**config.mk**
```make
export PLATFORM = sky130hd
export DESIGN_NAME = regfile_wordline_ctrl
export DESIGN_NICKNAME = d
export VERILOG_FILES = /design/src/rtl/regfile_wordline_ctrl.sv
export SDC_FILE = /design/constraint.sdc
export NUM_CORES = 1
export LEC_CHECK = 0
export BUFFER_PORTS_ARGS = -buffer_cell sky130_fd_sc_hd__buf_2
export CELL_PAD_IN_SITES_DETAIL_PLACEMENT = 2
export CELL_PAD_IN_SITES_GLOBAL_PLACEMENT = 2
export CORE_ASPECT_RATIO = 1.75
export CORE_MARGIN = 2
export CORE_UTILIZATION = 27
export DETAILED_ROUTE_END_ITERATION = 10
export PLACE_DENSITY = 0.9
export REMOVE_ABC_BUFFERS = 1
export SYNTH_ARGS = -nofsm -noshare
export SYNTH_HDL_FRONTEND = slang
export SYNTH_SLANG_ARGS = --single-unit
export TNS_END_PERCENT = 50
```
**constraint.sdc**
```tcl
create_clock -name clk -period 2.5 [get_ports clk]
set_input_delay 0.25 -clock clk [delete_from_list [all_inputs] [get_ports clk]]
set_output_delay 0.25 -clock clk [all_outputs]
set_load 0.1 [all_outputs]
```
**src/rtl/regfile_wordline_ctrl.sv**
```systemverilog
// rtl/regfile_wordline_ctrl.sv - word-line drive, busy scoreboard and hazard stall for the bit-cell register file
module regfile_wordline_ctrl #(
  parameter int NUM_REGS = 16,
  parameter int ADDR_W   = 4
) (
  input  logic                clk,
  input  logic                rst_n,
  input  logic                req_valid,
  output logic                req_ready,
  input  logic [ADDR_W-1:0]   src1_addr,
  input  logic [ADDR_W-1:0]   src2_addr,
  input  logic [ADDR_W-1:0]   dst_addr,
  input  logic                dst_wr,
  input  logic                wb_valid,
  input  logic [ADDR_W-1:0]   wb_addr,
  output logic [NUM_REGS-1:0] rd_en1,
  output logic [NUM_REGS-1:0] rd_en2,
  output logic [NUM_REGS-1:0] wr_en,
  output logic                rd_valid,
  output logic                bypass1,
  output logic                bypass2,
  output logic [NUM_REGS-1:0] busy
);

  logic [NUM_REGS-1:0] r_busy;
  logic [ADDR_W-1:0]   r_src1_q;
  logic [ADDR_W-1:0]   r_src2_q;
  logic                r_rd_valid;

  logic                w_haz_src1;
  logic                w_haz_src2;
  logic                w_haz_dst;
  logic                w_accept;
  logic [NUM_REGS-1:0] w_busy_nxt;

  // Register 0 is hardwired zero, so its row is never driven.
  function automatic logic [NUM_REGS-1:0] f_onehot(input logic [ADDR_W-1:0] a);
    f_onehot = '0;
    if (a != '0) f_onehot[a] = 1'b1;
  endfunction

  // A writeback landing this cycle resolves the hazard on its register.
  assign w_haz_src1 = (src1_addr != '0) && r_busy[src1_addr] && !(wb_valid && wb_addr == src1_addr);
  assign w_haz_src2 = (src2_addr != '0) && r_busy[src2_addr] && !(wb_valid && wb_addr == src2_addr);
  assign w_haz_dst  = dst_wr && (dst_addr != '0) && r_busy[dst_addr] && !(wb_valid && wb_addr == dst_addr);

  assign req_ready = !w_haz_src1 && !w_haz_src2 && !w_haz_dst;
  assign w_accept  = req_valid && req_ready;

  assign wr_en    = (rst_n && wb_valid) ? f_onehot(wb_addr) : '0;
  assign rd_en1   = r_rd_valid ? f_onehot(r_src1_q) : '0;
  assign rd_en2   = r_rd_valid ? f_onehot(r_src2_q) : '0;
  assign rd_valid = r_rd_valid;
  assign bypass1  = r_rd_valid && wb_valid && (wb_addr == r_src1_q) && (r_src1_q != '0);
  assign bypass2  = r_rd_valid && wb_valid && (wb_addr == r_src2_q) && (r_src2_q != '0);
  assign busy     = r_busy;

  // Clear first, then set, so a new writer of the retiring register keeps it busy.
  always_comb begin
    w_busy_nxt = r_busy;
    if (wb_valid) w_busy_nxt[wb_addr] = 1'b0;
    if (w_accept && dst_wr && (dst_addr != '0)) w_busy_nxt[dst_addr] = 1'b1;
    w_busy_nxt[0] = 1'b0;
  end

  always_ff @(posedge clk or negedge rst_n) begin
    if (!rst_n) begin
      r_busy     <= '0;
      r_src1_q   <= '0;
      r_src2_q   <= '0;
      r_rd_valid <= 1'b0;
    end else begin
      r_busy     <= w_busy_nxt;
      r_rd_valid <= w_accept;
      if (w_accept) begin
        r_src1_q <= src1_addr;
        r_src2_q <= src2_addr;
      end
    end
  end

endmodule

```
==> impl_results.md, run 1 <==
* R2r startpoint: busy[9]
* Tmin final at 2430 ps
* Clock transition at path regs at 70 ps
* Yosys top cell area share at between 20% and 30%
* CP Launch Type: register
* H-tree depth at 1
* Max-slew violation count at 0
* Maximum clock path buffer count at 2
* Clk_skew at 8.15 ps
* P_int at 1040 uW
* Post-route design area at 2660 um2
* Fin util at between 30% and 40%
* DR WL/cell at 21.7 um
* Maximum capacitance violations at 0
* Clock power share at about 17%
* Crit-path cells: mux4_1 > a21oi_1 > o21ai_1 > a32oi_2 > nand2_2 > inv_2 > buf_12
* Critical Path AT at 2180 ps
* Pre-Repair DR Iteration Count at 4
* Leak at ~0.0012 uW
* Die Ht at 120 um
* Routed via count at ~2,200
* Std-Cell Rows at 42
* Dpl hpwl at 6360 um
* Number of buffers created by CTS at 3
* Initial antenna violation count at 0
* Part of the power in combinational logic at 53.9%
* #FFs+latches synth at 24
* Routed Antenna Nets at 0
* Vias in the first global route at 2,445
* CP Max Fanout at 5
* Clk sinks at 24
* Status: finished clean
* Met2 GRT Util at 41.3%
* Root Driver: clkbuf_16
* Met3 Use GR at 2.75%
* Die Width at 70.5 um
* Busiest grt layer: met2
* Worst Setup SP: busy[9]
* Mean Syn Cell Area at 8.62 um2
* Die ar. at ~8500 um2
* Routability-driven placement congestion ratio at ~0.83
* Largest cells by area after synthesis: dfrtp_1 (29%), mux4_2 (8.6%), nor2_1 (7.2%)
* Area growth syn-to-layout at 27.4%
* Synth Cell Area at 2090 um2
* Finished Layout Cells at 402
* GRT overflow at 0
* R2r endpoint: busy[4]
* Period utilization at between 90% and 100%
* Flop pwr share at 29.0%
* Yosys warns at 0
* Sequential cell area at 608 um2
* Worst hold path class: in -> async
* Fin. Hold Viols at 0
* Tot GR Track Use at 20.8%
* Sw Share at 55.1%
* P_sw at about 1300 uW
* Highest clock rate at just over 0.4 GHz
* Inst Count DP at 396
* Core ar. at 7510 um2
* Critical path data required time at 2250 ps
* Post-synthesis sequential area ratio at 28.8%
* Pwr per Cell Area at slightly below 900 nW/um2
* Internal reg-to-reg setup slack at 80 ps
* Post-Place Cell Area at 2540 um2
* Starting Density at 27.8%
* Max stage delay cell, worst path: mux4_1
* First-pass GRT wire length at roughly 14,000 um
* Fill count at 907
* Inserted Diodes at 0
* Grt met1 use at 21.4%
* Vias per inst at 5.45
* Post-synthesis cell count at around 240
* Starting DRT DRC Count at 85
* Share of layout cells above drive strength 1 at 40.8%
* Hold Buf Count CTS at 0
* Max VDD drop at between 0.5 and 0.6 mV
* Area leader, netlist: dfrtp_1
* Area of the multi-input gates at ~1400 um2
* Residual DRC at 0
* Setup violators final at 0
* CTS tree: done
* Wirelength, routed at between 8000 and 9000 um
* Netlist cell types at 36
* Crit end category: output pin
* Total power draw at 2320 uW
* Worst-Skew Late Latency at 260 ps
* Largest net degree at the start of global routing at 26
* CP Class: reg -> out
* Final nets at 336
* CP max stage delay at 520 ps
* Ports at just under 90
* Worst Reg-to-Reg Cells at 8
* IO buf count at 84
## logic make-up (layout without fill, tap and decap cells)
| logic type | after synthesis | in the layout | synth area share, % |
|---|---|---|---|
| XOR/XNOR | 18 | 18 | 7.55 |
| other | 1 | 4 | 0.180 |
| flip-flops | 24 | 24 | 28.8 |
| AO/OA/AOI/OAI | 41 | 41 | 13.0 |
| multiplexers | 25 | 25 | 18.2 |
| AND/OR/NAND/NOR | 104 | 104 | 25.3 |
| buffers and inverters | 29 | 98 | 7.01 |
## routing by layer
| metal | vias up | share of wire [%] |
|---|---|---|
| met1 | 1095 | 35 |
| li1 | 998 | - |
| met4 | 0 | 2.4 |
| met5 | - | 0 |
| met3 | 17 | 3.8 |
| met2 | 80 | 58 |
## through the flow
| stage | hold slack, ps | TNS, ps | worst slack, ps |
|---|---|---|---|
| floorplan | -45.6 | -20440 | -1780 |
| global placement | 305 | 0 | 314 |
| detailed placement | 323 | 0 | 242 |
| CTS | 47.1 | 0 | 40.6 |
| global route | 66.7 | -11.5 | -11.5 |
| finish | 38.0 | 0 | 73.3 |
## flip-flops by register name (all words and copies together) (netlist names)
signal,cells
busy,15
r_src2_q,4
r_src1_q,4
rd_valid,1
## area by class of cell
type	count	area share (%)
well taps	88	4.14
clock buffers	4	3.34
multi-input cells	192	51.0
repair buffers	90	18.1
inverters	4	0.565
flip-flops and latches	24	22.9
## power groups by stage
stage | Sequential (uW) | Clock, uW | Combinational, uW
after detailed placement | 665 | 0 | 1220
after CTS | 668 | 395 | 1250
after global routing | 694 | 418 | 1310
final | 673 | 397 | 1250
after global placement | 651 | 0 | 1190
after floorplan | 965 | 0 | 604
## how the worst max path moves through the flow
stage                      to  slack [ps]  cells past startpoint
detailed placement    busy[5]         240                      8
global route          busy[8]         -10                      8
CTS                 req_ready          40                      7
floorplan             bypass1       -1780                      2
global placement    req_ready         310                      8
finish              req_ready          70                      7
## cells in the final DEF (no fill, tap or decap), types with 6 or more instances in the layout
| cell | n |
|---|---|
| buf_2 | 83 |
| nor2_1 | 40 |
| dfrtp_1 | 18 |
| o21ai_0 | 15 |
| o31ai_1 | 14 |
| nand3b_1 | 13 |
| nor3_1 | 12 |
| nand2_1 | 10 |
| nand3_1 | 10 |
| mux2_2 | 10 |
| xor2_1 | 10 |
| mux4_2 | 8 |
| xnor2_1 | 8 |
| nand2b_1 | 6 |
| mux2i_1 | 6 |
| dfrtp_2 | 6 |
| buf_4 | 6 |
## Yosys cell counts (all sizes together)
cell / count
nor2: 40
dfrtp: 24
o21ai: 16
o31ai: 15
buf: 14
nand3b: 13
nor3: 12
clkbuf: 11
nand2: 11
nand3: 11
mux2: 10
xor2: 10
mux4: 9
xnor2: 8
mux2i: 6
nand2b: 6
inv: 4
or3b: 4
a21oi: 3
nor4: 3
a31oi: 2
nor2b: 2
a221oi: 1
a2bb2oi: 1
a32oi: 1
conb: 1
o311ai: 1
o41ai: 1
or2: 1
or3: 1
## worst max-delay path: cells and delay by family (launching register included)
family / cells / cell delay (ps)
muxes: 1 / 520
AOI/OAI and AO/OA: 3 / 590
DFF: 1 / 440
and+or+nand+nor: 1 / 120
buffers and inverters: 2 / 250
## repair_timing
action                     in CTS  in global routing
setup buffers                   2                  0
setup endpoints to repair       1                 16
pin swaps                       2                  2
gates resized for setup         0                  9
(Power assumes the default switching activity.)
==> inputs of run 2 (changes only) <==
ABC_AREA = 1   (was unset)
CORE_UTILIZATION = 25   (was 27)
PLACE_DENSITY = 0.91   (was 0.9)
==> run 2 against run 1 <==
Net effect:
- the flow now finishes with violations (negative hold slack)
- wire length rose by 32%
- via count rose by 40%
- critical path depth rose by 3
- sequential power fell by 13%
- first-iteration DRC count rose by 20%
- fmax rose by 4.2%
- critical path type unchanged
- largest cell class unchanged
- largest power group unchanged
==> impl_results.md, run 2 <==
* Commonest non-fill, non-tap cell in the layout: nand2_1
* Async S/R FF share, synth at 100%
* Fill count at 1,253
* Met3 Use GR at 2.42%
* WP buf/inv at 2
* Worst slew pin tran at about 570 ps
* First-pass GRT wire length at ~18,000 um
* Setup violators final at 0
* Clk sinks at 24
* Worst-Skew Late Latency at 270 ps
* Synth Cell Area at 2420 um2
* Inserted Diodes at 0
* Post-route design area at 2980 um2
* Root Driver: clkbuf_16
* Number of buffers created by CTS at 3
* Die ar. at 10,500 um2
* Routed Antenna Nets at 0
* Largest cells by area after synthesis: dfrtp_1 (25%), nand2_1 (19%), nor2_1 (12%)
* Fin. Hold Viols at 24
* Cell with the most instances after synthesis: nand2_1
* Slew HR at approximately 62%
* Post-CTS Resized at 0
* Post-synthesis cell count at roughly 410
* Starting DRT DRC Count at 102
* Failing checks: negative hold slack
* Die Width at 78.4 um
* Maximum capacitance violations at 0
* CP Launch Type: register
* Leak at between 0.0015 and 0.002 uW
* Post-synth EDFFs at 0
* H-tree depth at 1
* Fin util at 31.4%
* Routability-driven placement congestion ratio at 0.912
* CP max stage delay at roughly 410 ps
* Grt met1 use at 21.2%
* Wirelength, routed at 11,500 um
* Sequential cell area at 601 um2
* Yosys warns at 0
* Status: finished with violations
* Area leader, netlist: dfrtp_1
* Synth top cells by count: nand2_1 (122), nor2_1 (78), inv_1 (43)
* Core ar. at approximately 9500 um2
* Initial antenna violation count at 0
* Maximum clock path buffer count at 2
* Busiest grt layer: met2
* Area growth syn-to-layout at 22.9%
* Dpl hpwl at 9490 um
* Unrepaired setup endpoints after global routing: no
* Starting Density at roughly 26%
* Share of layout cells above drive strength 1 at ~22%
* Max stage delay cell, worst path: dfrtp_1
* CTS tree: done
* Largest net degree at the start of global routing at 26
* Mean Syn Cell Area at 5.86 um2
* Setup bufs post-CTS at 0
* Worst hold path class: in -> async
* Tmin final at 2330 ps
* GRT overflow at 0
* Residual DRC at 0
* Met2 GRT Util at 44.3%
* Pre-Repair DR Iteration Count at 4
* Post-Place Cell Area at between 2000 and 3000 um2
* Vias in the first global route at 3,391
* Crit end category: output pin
* Hold Buf Count CTS at 0
* #FFs+latches synth at 24
* Delay-heaviest family, CP: simple AND/OR/NAND/NOR gates
* Hold Slack at -11.2 ps
* Tot GR Track Use at between 20% and 30%
* Netlist cell types at 34
* CP Max Fanout at 25
* Period utilization at a little over 90%
* Area of the multi-input gates at 1510 um2
* Highest clock rate at between 0.4 and 0.5 GHz
* Yosys top cell area share at between 20% and 30%
* Pwr per Cell Area at 686 nW/um2
* Die Ht at 134 um
* Crit-path cells: inv_1 > nand2_1 > nand3_1 > nand3_1 > nand3_1 > nand2_1 > nand2_1 > nand2_2 > nor2_8 > buf_12
* Max-slew violation count at 0
* Max VDD drop at 0.323 mV
* Clk_skew at 3.23 ps
* Commonest non-fill, non-tap cells in the layout: nand2_1 (122), buf_2 (82), nor2_1 (78), inv_1 (43), nand3_1 (39)
* Clock transition at path regs at ~70 ps
* DR WL/cell at 19.0 um
* Final nets at roughly 510
* Critical path data required time at roughly 2300 ps
* Top FF cell, synth: dfrtp_1
* Ports at 89
* Vias per inst at 5.05
* Critical Path AT at 2080 ps
* IO buf count at 84
* Std-Cell Rows at 47
* Max reg flops at 15
* CP Class: reg -> out
* Post-synthesis sequential area ratio at 24.8%
* Routed via count at 3,061
-- run 2: changes by cell type after synthesis, sizes merged, moves of 8 or more --
cell    delta
inv       +42
mux2      -10
mux4       -9
nand2    +114
nand3     +32
nand3b    -13
nand4     +18
nor2      +42
o31ai     -14
xor2       -8
-- run 2: layout make-up --
class	count	area share, %
well taps	122	5.13
multi-input cells	324	50.9
clock buffers	3	2.52
inverters	46	5.80
flip-flops and latches	24	20.2
repair buffers	87	15.5
-- run 2: layer usage --
layer / wire length, um / vias to the layer above
met5: 0 / -
met4: 854 / 0
li1: - / 1446
met2: 6530 / 107
met3: 380 / 43
met1: 3770 / 1465
-- run 2: worst paths after layout --
kind | start | end | slack (ps) | depth (start not counted)
max | busy[12] | req_ready | 170 | 10
min | rst_n | busy[10] | -10 | 2
max reg2reg | busy[12] | r_src2_q[2] | 500 | 12
min reg2reg | r_src2_q[0] | r_src2_q[0] | 530 | 2
max in group asynchronous | rst_n | rd_valid | 2250 | 2
min in group clk | src1_addr[2] | r_src1_q[2] | 270 | 3
-- run 2: cells by family (layout without fill, tap and decap cells) --
family | after synthesis | in the layout | share of synthesized area (%)
AO/OA/AOI/OAI | 39 | 39 | 9.41
XOR/XNOR | 6 | 6 | 2.17
buffers and inverters | 68 | 136 | 13.1
flip-flops | 24 | 24 | 24.8
other | 1 | 4 | 0.155
AND/OR/NAND/NOR | 275 | 275 | 50.3
-- run 2: report_power, final --
group / internal [uW] / switching, uW
clock network: 213 / 156
logic: 195 / 892
registers: 459 / 125
-- run 2: through the flow --
stage	hold WS, ps	setup WS (ps)	TNS (ps)	power (uW)	std cells
2_1_floorplan	-45.6	-3770	-18970	1350	394
3_3_place_gp	282	442	0	1640	603
3_5_place_dp	288	419	0	1670	603
4_1_cts	3.67	197	0	2040	606
5_1_grt	20.4	55.7	0	2150	606
6_report	-11.2	171	0	2040	606
==> inputs of run 3 (changes only) <==
ABC_AREA = unset   (was 1)
CELL_PAD_IN_SITES_DETAIL_PLACEMENT = unset   (was 2)
CELL_PAD_IN_SITES_GLOBAL_PLACEMENT = unset   (was 2)
CORE_MARGIN = unset   (was 2)
CORE_UTILIZATION = 35   (was 25)
PLACE_DENSITY = 0.71   (was 0.91)
==> run 3 against run 2 <==
Net effect:
- the flow now finishes without violations
- sequential power up 9.8%
- final cell count is 35% lower
- global-route usage shrank 2.9 points
- clock skew grew 1.8 ps
- combinational power grew 14%
- die area decreased by 40%
- critical endpoint unchanged
- largest cell class unchanged
- highest routed layer unchanged
==> impl_results.md, run 3 (synthesized netlist as in run 1, its figures left out) <==
* Final nets at 339
* Root Driver: clkbuf_8
* Largest net degree at the start of global routing at 25
* Dpl hpwl at 4770 um
* Starting Density at 36.8%
* Die Width at around 60 um
* Fin util at 46.5%
* CP Class: reg -> out
* Share of layout cells above drive strength 1 at 39.1%
* Wirelength, routed at ~6300 um
* Die ar. at 6290 um2
* Std-Cell Rows at 36
* Highest clock rate at 0.416 GHz
* Setup TNS at 0 ps
* Max reg flops at 15
* P_int at 1020 uW
* Maximum capacitance violations at 0
* IO buf count at 84
* Critical Path AT at 2150 ps
* Routed via count at ~2,200
* Clock transition at path regs at 90 ps
* Total power draw at 2230 uW
* Residual DRC at 0
* Routed Antenna Nets at 0
* Vias in the first global route at ~2,000
* Worst Reg-to-Reg Cells at 8
* Initial antenna violation count at 0
* Commonest non-fill, non-tap cells in the layout: buf_2 (83), nor2_1 (40), dfrtp_1 (24), o21ai_0 (15), o31ai_1 (15)
* Sw Share at ~54%
* Pwr per Cell Area at approximately 850 nW/um2
* Starting DRT DRC Count at 135
* Worst hold path class: in -> async
* Max VDD drop at 0.536 mV
* Clock power share at 15.7%
* GRT overflow at 0
* Commonest non-fill, non-tap cell in the layout: buf_2
* Area growth syn-to-layout at 26.3%
* First-pass GRT wire length at ~9500 um
* Post-route design area at ~2600 um2
* Pre-Repair DR Iteration Count at 4
* Post-Place Cell Area at 2510 um2
* Number of buffers created by CTS at 3
* R2r startpoint: busy[8]
* CTS tree: done
* DR WL/cell at 16.1 um
* Max-slew violation count at 0
* Clk_skew at roughly 5 ps
* Ports at 89
* Post-place setup slack at 247 ps
* Crit end category: output pin
* Leak at 0.00124 uW
* Status: finished clean
* Part of the power in combinational logic at 55.6%
* Post-route setup slack at 98.2 ps
* Routability-driven placement congestion ratio at 0.868
* R2r endpoint: busy[6]
* Clk sinks at 24
* Tot GR Track Use at 19.7%
* H-tree depth at 1
* Vias per inst at 5.49
* Core ar. at 5680 um2
* Fin. Hold Viols at 0
* CP Max Fanout at 6
* Die Ht at 104 um
* Maximum clock path buffer count at 2
* Internal reg-to-reg setup slack at 160 ps
* Tmin final at between 2000 and 2500 ps
* Critical path data required time at about 2300 ps
* Worst-Skew Late Latency at 270 ps
* Inserted Diodes at 0
* CP Launch Type: register
* Period utilization at 96.1%
* Setup violators final at 0
* Flop pwr share at 28.7%
* P_sw at 1210 uW
run 3: cell count changes in the layout (fill, tap and decap cells not counted), moves of 8 or more:
cell      change
inv_1        -40
mux2_2       +10
mux4_2        +8
nand2_1     -112
nand3_1      -29
nand3b_1     +13
nand4_1      -17
nor2_1       -38
o31ai_1      +14
xor2_1        +8
run 3: per-layer routing:
layer | routed length, um | GRT usage [%]
met2 | 3420 | 35.2
met1 | 2350 | 22.8
met5 | 0 | 0
met3 | 417 | 1.37
met4 | 144 | 8.47
run 3: cell type report:
cell class / instances / area, um2
Fill cell: 563 / 3040
Multi-Input combinational cell: 192 / 1350
Sequential cell: 24 / 601
Timing Repair Buffer: 93 / 503
Tap cell: 76 / 95.1
Clock buffer: 3 / 41.3
Clock inverter: 1 / 30.0
Inverter: 4 / 15.0
run 3: power by group through the flow:
| stage | registers, uW | clock network, uW | logic (uW) |
|---|---|---|---|
| finish | 641 | 350 | 1240 |
| floorplan | 965 | 0 | 604 |
| detailed placement | 648 | 0 | 1190 |
| CTS | 640 | 354 | 1200 |
| global placement | 644 | 0 | 1180 |
| global route | 661 | 368 | 1300 |
run 3: worst max path at each step:
stage | depth (start not counted) | to | from
6_report | 7 | req_ready | busy[8]
5_1_grt | 7 | req_ready | busy[8]
4_1_cts | 7 | req_ready | busy[9]
3_5_place_dp | 7 | r_src1_q[3] | src2_addr[1]
3_3_place_gp | 7 | r_src2_q[0] | src2_addr[1]
2_1_floorplan | 2 | bypass1 | rd_valid
run 3: worst max-delay path: stages, from the launching register on:
cell	delay [ps]
dfrtp_1	440
mux4_1	500
a21oi_1	170
o21ai_1	110
a32oi_2	260
nand2_2	140
inv_2	90
buf_12	170
run 3: metrics by stage:
step                      hold WS (ps)  std cells
after floorplan                  -45.6        220
after global placement             340        382
after detailed placement           341        382
after CTS                         40.7        386
after global routing              63.9        393
final                             37.0        393
run 3: timing repair:
| item | 4_1_cts | 5_1_grt |
|---|---|---|
| setup buffers | 0 | 7 |
| hold buffers | 0 | 0 |
| gates resized for setup | 0 | 2 |
| setup endpoints to repair | 0 | 1 |
